===== config.mk =====
export PLATFORM = sky130hd
export DESIGN_NAME = serial_detect_arbiter_flat
export DESIGN_NICKNAME = d
export VERILOG_FILES = /design/src/rtl/serial_detect_arbiter_if.sv /design/src/rtl/serial_detect_arbiter.sv /design/src/flat_wrapper.sv
export SDC_FILE = /design/constraint.sdc
export NUM_CORES = 1
export LEC_CHECK = 0
export ABC_AREA = 1
export ABC_CLOCK_PERIOD_IN_PS = 1950
export CORE_MARGIN = 10
export CORE_UTILIZATION = 53
export CTS_CLUSTER_SIZE = 12
export DETAILED_ROUTE_END_ITERATION = 6
export HOLD_SLACK_MARGIN = 0.12
export PLACE_DENSITY = 0.79
export SLEW_MARGIN = 20
export SYNTH_ARGS = -nofsm -noshare
export SYNTH_HDL_FRONTEND = slang
export SYNTH_SLANG_ARGS = --single-unit

===== constraint.sdc =====
create_clock -name clk -period 1.95 [get_ports clk]
set_input_delay 0.2925 -clock clk [delete_from_list [all_inputs] [get_ports clk]]
set_output_delay 0.2925 -clock clk [all_outputs]
set_load 0.02 [all_outputs]

===== src/rtl/serial_detect_arbiter_if.sv =====
// Bundle between the serial bit sources, the frame arbiter and the shared pattern detector.
// master: the arbiter side; slave: the requesters/detector environment.
interface serial_detect_arbiter_if #(
  parameter int unsigned N_REQ     = 4,
  parameter int unsigned FRAME_LEN = 8,
  parameter int unsigned ID_W      = $clog2(N_REQ),
  parameter int unsigned HIT_W     = $clog2(FRAME_LEN + 1)
);
  logic [N_REQ-1:0] req;
  logic [N_REQ-1:0] x_in;
  logic [N_REQ-1:0] gnt;
  logic             det_clr;
  logic             x_out;
  logic             x_valid;
  logic             y_in;
  logic             done;
  logic [ID_W-1:0]  done_id;
  logic [HIT_W-1:0] hit_count;
  logic             aborted;

  modport master (
    input  req, x_in, y_in,
    output gnt, det_clr, x_out, x_valid, done, done_id, hit_count, aborted
  );

  modport slave (
    output req, x_in, y_in,
    input  gnt, det_clr, x_out, x_valid, done, done_id, hit_count, aborted
  );
endinterface


===== src/rtl/serial_detect_arbiter.sv =====
// Round-robin frame arbiter sharing one serial Mealy detector among N_REQ bit sources;
// streams FRAME_LEN bits from the winner and reports the detector hit count per frame.
module serial_detect_arbiter #(
  parameter int unsigned N_REQ     = 4,
  parameter int unsigned FRAME_LEN = 8,
  parameter int unsigned ID_W      = $clog2(N_REQ),
  parameter int unsigned HIT_W     = $clog2(FRAME_LEN + 1)
) (
  input logic                   clk,
  input logic                   rst,
  serial_detect_arbiter_if.master bus
);

  typedef enum logic [1:0] {StIdle, StClear, StStream, StDone} state_e;

  state_e           state_q;
  logic [ID_W-1:0]  winner_q;
  logic [ID_W-1:0]  last_q;
  logic [HIT_W-1:0] bit_cnt_q;
  logic [HIT_W-1:0] hit_cnt_q;
  logic [N_REQ-1:0] gnt_q;
  logic             det_clr_q;
  logic             done_q;
  logic [ID_W-1:0]  done_id_q;
  logic [HIT_W-1:0] hit_count_q;
  logic             aborted_q;

  logic [ID_W-1:0]  pick;
  logic [ID_W-1:0]  cand;
  logic             pick_found;
  logic             win_req;
  logic             stream_valid;
  logic             hit_inc;
  logic             last_bit;

  // Search starts one past the previous winner so every requester gets its turn.
  always_comb begin
    pick       = '0;
    cand       = '0;
    pick_found = 1'b0;
    for (int unsigned i = 1; i <= N_REQ; i++) begin
      cand = ID_W'((32'(last_q) + i) % N_REQ);
      if (!pick_found && bus.req[cand]) begin
        pick_found = 1'b1;
        pick       = cand;
      end
    end
  end

  assign win_req      = bus.req[winner_q];
  assign stream_valid = (state_q == StStream) && win_req;
  assign hit_inc      = stream_valid && bus.y_in;
  assign last_bit     = (bit_cnt_q == HIT_W'(FRAME_LEN - 1));

  always_ff @(posedge clk) begin
    if (rst) begin
      state_q     <= StIdle;
      winner_q    <= '0;
      last_q      <= ID_W'(N_REQ - 1);
      bit_cnt_q   <= '0;
      hit_cnt_q   <= '0;
      gnt_q       <= '0;
      det_clr_q   <= 1'b0;
      done_q      <= 1'b0;
      done_id_q   <= '0;
      hit_count_q <= '0;
      aborted_q   <= 1'b0;
    end else begin
      det_clr_q <= 1'b0;
      done_q    <= 1'b0;
      unique case (state_q)
        StIdle: begin
          if (pick_found) begin
            winner_q  <= pick;
            gnt_q     <= N_REQ'(1) << pick;
            det_clr_q <= 1'b1;
            bit_cnt_q <= '0;
            hit_cnt_q <= '0;
            state_q   <= StClear;
          end
        end
        StClear: begin
          state_q <= StStream;
        end
        StStream: begin
          if (!win_req) begin
            // Requester withdrew: report the partial frame without counting this cycle.
            gnt_q       <= '0;
            done_q      <= 1'b1;
            done_id_q   <= winner_q;
            hit_count_q <= hit_cnt_q;
            aborted_q   <= 1'b1;
            state_q     <= StDone;
          end else begin
            bit_cnt_q <= bit_cnt_q + HIT_W'(1);
            hit_cnt_q <= hit_cnt_q + HIT_W'(hit_inc);
            if (last_bit) begin
              gnt_q       <= '0;
              done_q      <= 1'b1;
              done_id_q   <= winner_q;
              hit_count_q <= hit_cnt_q + HIT_W'(hit_inc);
              aborted_q   <= 1'b0;
              state_q     <= StDone;
            end
          end
        end
        StDone: begin
          last_q  <= winner_q;
          state_q <= StIdle;
        end
        default: state_q <= StIdle;
      endcase
    end
  end

  assign bus.gnt       = gnt_q;
  assign bus.det_clr   = det_clr_q;
  assign bus.x_valid   = stream_valid;
  assign bus.x_out     = stream_valid & bus.x_in[winner_q];
  assign bus.done      = done_q;
  assign bus.done_id   = done_id_q;
  assign bus.hit_count = hit_count_q;
  assign bus.aborted   = aborted_q;

endmodule


===== src/flat_wrapper.sv =====
// flat-port wrapper written by rule: the top's interface ports become plain ports
module serial_detect_arbiter_flat 
#(
  parameter int unsigned N_REQ     = 4,
  parameter int unsigned FRAME_LEN = 8,
  parameter int unsigned ID_W      = $clog2(N_REQ),
  parameter int unsigned HIT_W     = $clog2(FRAME_LEN + 1)
)
  (clk, rst, bus_req, bus_x_in, bus_y_in, bus_gnt, bus_det_clr, bus_x_out, bus_x_valid, bus_done, bus_done_id, bus_hit_count, bus_aborted);
  serial_detect_arbiter_if #(.N_REQ(N_REQ), .FRAME_LEN(FRAME_LEN), .ID_W(ID_W), .HIT_W(HIT_W)) bus_i ();
  input logic clk;
  input logic rst;
  input wire logic [$bits(bus_i.req)-1:0] bus_req;
  input wire logic [$bits(bus_i.x_in)-1:0] bus_x_in;
  input wire logic [$bits(bus_i.y_in)-1:0] bus_y_in;
  output wire logic [$bits(bus_i.gnt)-1:0] bus_gnt;
  output wire logic [$bits(bus_i.det_clr)-1:0] bus_det_clr;
  output wire logic [$bits(bus_i.x_out)-1:0] bus_x_out;
  output wire logic [$bits(bus_i.x_valid)-1:0] bus_x_valid;
  output wire logic [$bits(bus_i.done)-1:0] bus_done;
  output wire logic [$bits(bus_i.done_id)-1:0] bus_done_id;
  output wire logic [$bits(bus_i.hit_count)-1:0] bus_hit_count;
  output wire logic [$bits(bus_i.aborted)-1:0] bus_aborted;
  assign bus_i.req = bus_req;
  assign bus_i.x_in = bus_x_in;
  assign bus_i.y_in = bus_y_in;
  assign bus_gnt = bus_i.gnt;
  assign bus_det_clr = bus_i.det_clr;
  assign bus_x_out = bus_i.x_out;
  assign bus_x_valid = bus_i.x_valid;
  assign bus_done = bus_i.done;
  assign bus_done_id = bus_i.done_id;
  assign bus_hit_count = bus_i.hit_count;
  assign bus_aborted = bus_i.aborted;
  serial_detect_arbiter #(.N_REQ(N_REQ), .FRAME_LEN(FRAME_LEN), .ID_W(ID_W), .HIT_W(HIT_W)) u_core (.clk(clk), .rst(rst), .bus(bus_i));
endmodule

==> results.md <==
| Parameter | Value |
| --- | --- |
| Outcome | complete, no violations |
| Final #Nets | 286 |
| Worst hold-check path type | flip-flop to flip-flop |
| WL final | 3.77 mm |
| Critical path class | flip-flop to output port |
| Critical Path Sink Type | output port |
| Clock Tree Buf Depth | 2 |
| Share of the clock period used by the worst path after layout | 91.0% |
| Clk sinks | 27 |
| Clock Latency Late Sink | 350 ps |
| Pwr Total | 2.64 mW |
| Critical path's largest stage delay | 350 ps |
| Worst clock skew on the final layout | 14.2 ps |
| Sum of net half-perimeters after detailed placement | 2.92 mm |
| Number of antenna violations at the first check in global routing | 0 |
| WL per Instance | 12.1 um |
| P&R area growth vs syn | 24.9% |
| Area contributors post-synth | dfxtp_1 (32%), nand2_1 (14%), nand2_2 (7.4%) |
| Total overflow reported by the global router | 0 |
| Cell type with the highest occurrence count on the critical path | inv_1 |
| Biggest fanout along the worst timing path | 3 |
| Number of max-cap violations | 0 |
| Tightest slew margin relative to the limit | 74.7% |
| Final hold viol count | 0 |
| Die Span X | 76.4 um |
| Number of buffer and inverter stages on the critical path | 4 |
| Post-synth cell types | 31 |
| Reg2reg start | u_core.state_q[0]$_SDFFE_PP0P_ |
| Largest delay contributor family on the critical path | buffers and inverters |
| Setup slack at placement | -270 ps |
| Yosys Warn Count | 0 |
| Proportion of layout cells with a drive suffix above 1 | 30.3% |
| Worst supply voltage drop on vdd | 0.659 mV |
| Rows | 20 |
| R2r setup slk | 210 ps |
| Area fraction of the dominant cell type after synthesis | 32.1% |
| Total CTS buffers | 3 |
| FF-to-FF path depth | 11 |
| Antenna diode instance count | 0 |
| Effective utilization at floorplan | 55.1% |
| Cells after Synth | 229 |
| Number of nets with antenna violations after detailed routing | 0 |
| Cell with the largest stage delay on the worst path | dfxtp_2 |
| Router iterations before antenna repair | 4 |
| Crit path time final | 1780 ps |
| Number of top-level pins | 26 |
| Least setup slack across all paths after layout | 175 ps |
| Final estimated routing congestion in global placement | 0.856 |
| Nets in the synthesized netlist | 247 |
| Clock edge transition at the registers on the reported setup and hold paths | 160 ps |
| Unrepaired setup endpoints after global routing | no |
| Iteration-0 DRC count of the detailed router | 80 |
| FMAX | 563 MHz |
| Number of fill cells | 282 |
| Actual slew at the worst max-slew pin | 379 ps |
| Worst Setup SP | u_core.state_q[0]$_SDFFE_PP0P_ |
| Global-route wire length before repair | 6.81 mm |
| Worst-case hold slack | 487 ps |
| Post-Syn Area | 1680 um^2 |
| Sequential area share after synthesis | 32.1% |
| Category of the worst setup path launch point | flip-flop |
| Static leakage power | 0.943 nW |
| Final setup fails | 0 |
| Arrival @ worst endpoint | 1480 ps |
| Area leader, netlist | dfxtp_1 |
| Via/cell ratio | 5.03 |
| Sequence of cells on the critical path | inv_1 -> ha_1 -> inv_1 -> nor2_4 -> inv_2 -> a21oi_1 -> clkbuf_2 |
| Die Outline Area | 5830 um^2 |
| Critical R2R Capture | u_core.bus.hit_count[2]$_SDFFE_PP0P_ |
| Share of the core filled with cells | 68.9% |
| Total number of vias | 1564 |
| Maximum number of pins on one net before global-route repair | 17 |
| Final setup TNS | 0 ps |
| Power density over cell area | 1260 nW/um^2 |
| Number of global-route vias before repair | 1519 |
| DRC errors left | 0 |
| Buffers inserted during post-CTS setup optimization | 0 |
| Count of buffers from port buffering | 25 |
| Core Area | 3050 um^2 |
| Synth Register Bits | 27 |
| Number of pins exceeding their max-slew limit in the final report | 0 |
| Synthesized area per cell | 7.35 um^2 |
| Crit path capture | bus_x_out |
| Overall die height | 76.4 um |
| # H-tree levels | 1 |
| Required time reported for the critical path endpoint | 1660 ps |
| TritonCTS clock tree | built |
| Root buf cell | clkbuf_4 |
| Global-route usage over all layers | 13.5% |
| Crit. path cell count | 7 |
==> Yosys cell counts, drive strengths merged <==
cell,count
nand2,90
dfxtp,27
inv,23
a21oi,22
o21ai,17
nor2,16
nand3,11
ha,7
a31oi,4
buf,2
clkbuf,2
xor2,2
a31o,1
nand4,1
nor3b,1
o211ai,1
or2,1
xnor2,1
==> worst reg2reg max path, delay by kind of cell (launching register included) <==
family / cells / cell delay (ps)
and+or+nand+nor: 3 / 290
AOI/OAI and AO/OA: 1 / 150
buffers and inverters: 3 / 200
adders and majority gates: 3 / 500
xor gates and xnor gates: 1 / 180
DFF: 1 / 350
==> state kept, by name, indices dropped and copies added (netlist names) <==
signal,count
u_core.bus.done_id,2
u_core.bus.det_clr,1
u_core.bit_cnt_q,4
u_core.bus.done,1
u_core.bus.hit_count,4
u_core.hit_cnt_q,4
u_core.winner_q,2
u_core.bus.gnt,4
u_core.bus.aborted,1
u_core.last_q,2
u_core.state_q,2
==> cell type report <==
type	count	area, um^2	area share (%)
repair buffers	38	338	16.1
clock buffers	3	22.5	1.07
clock inverters	1	7.51	0.357
flip-flops and latches	27	546	26.0
inverters	23	93.8	4.46
well taps	44	55.1	2.62
multi-input cells	175	1040	49.5
==> cell families (layout without fill, tap and decap cells) <==
kind of cell | count (synthesis) | count (layout) | share of synthesized area (%)
xor gates and xnor gates | 3 | 3 | 1.56
DFF | 27 | 27 | 32.1
and+or+nand+nor | 120 | 120 | 37.4
adders and majority gates | 7 | 7 | 5.20
AOI/OAI and AO/OA | 45 | 45 | 16.7
buffers and inverters | 27 | 65 | 6.99
==> through the flow <==
| stage | area [um^2] | instances |
|---|---|---|
| after CTS | 2090 | 311 |
| after detailed placement | 2060 | 307 |
| final | 2100 | 311 |
| after global routing | 2100 | 311 |
| after global placement | 2060 | 307 |
| after floorplan | 1680 | 229 |
==> routing by layer <==
layer	track usage, %	routed length [um]	part of all wire [%]
met1	17.0	1780	47
met2	21.0	1720	46
met3	3.66	206	5.5
met4	6.13	58	1.5
met5	0	0	0
==> power breakdown <==
| part | leakage [nW] | internal [mW] | switching (mW) |
|---|---|---|---|
| combinational | 0.709 | 0.620 | 0.976 |
| clock | 0.0139 | 0.0791 | 0.184 |
| sequential | 0.220 | 0.687 | 0.0980 |
==> worst min path at each step <==
stage | slack, ps | depth (start not counted) | start | to
after floorplan | 350 | 1 | rst | u_core.bus.gnt[3]$_SDFFE_PP0P_
after global placement | 460 | 2 | u_core.bus.aborted$_SDFFE_PP0P_ | u_core.bus.aborted$_SDFFE_PP0P_
after detailed placement | 470 | 2 | u_core.bus.gnt[2]$_SDFFE_PP0P_ | u_core.bus.gnt[2]$_SDFFE_PP0P_
after CTS | 490 | 2 | u_core.bus.gnt[2]$_SDFFE_PP0P_ | u_core.bus.gnt[2]$_SDFFE_PP0P_
after global routing | 500 | 2 | u_core.bus.gnt[3]$_SDFFE_PP0P_ | u_core.bus.gnt[3]$_SDFFE_PP0P_
final | 490 | 2 | u_core.bus.gnt[2]$_SDFFE_PP0P_ | u_core.bus.gnt[2]$_SDFFE_PP0P_
==> what timing repair did <==
action,4_1_cts,5_1_grt
endpoints found under the setup margin,2,11
resized for setup,4,9
gates cloned,0,0
hold buffers,0,0
pin swaps,0,0
==> cell usage in the layout (no fill, tap or decap), types with 3 or more instances in the layout <==
cell,count
a21oi_1,11
inv_1,14
nand2_4,8
buf_4,13
nand2_2,20
a21oi_2,11
dfxtp_1,23
nand2_1,62
clkdlybuf4s50_1,23
ha_1,6
nand3_1,9
nor2_1,13
inv_2,7
o21ai_1,6
clkbuf_4,3
a31oi_1,4
dfxtp_2,4
o21ai_0,10
Note: power is estimated with default switching activity, not from simulation.
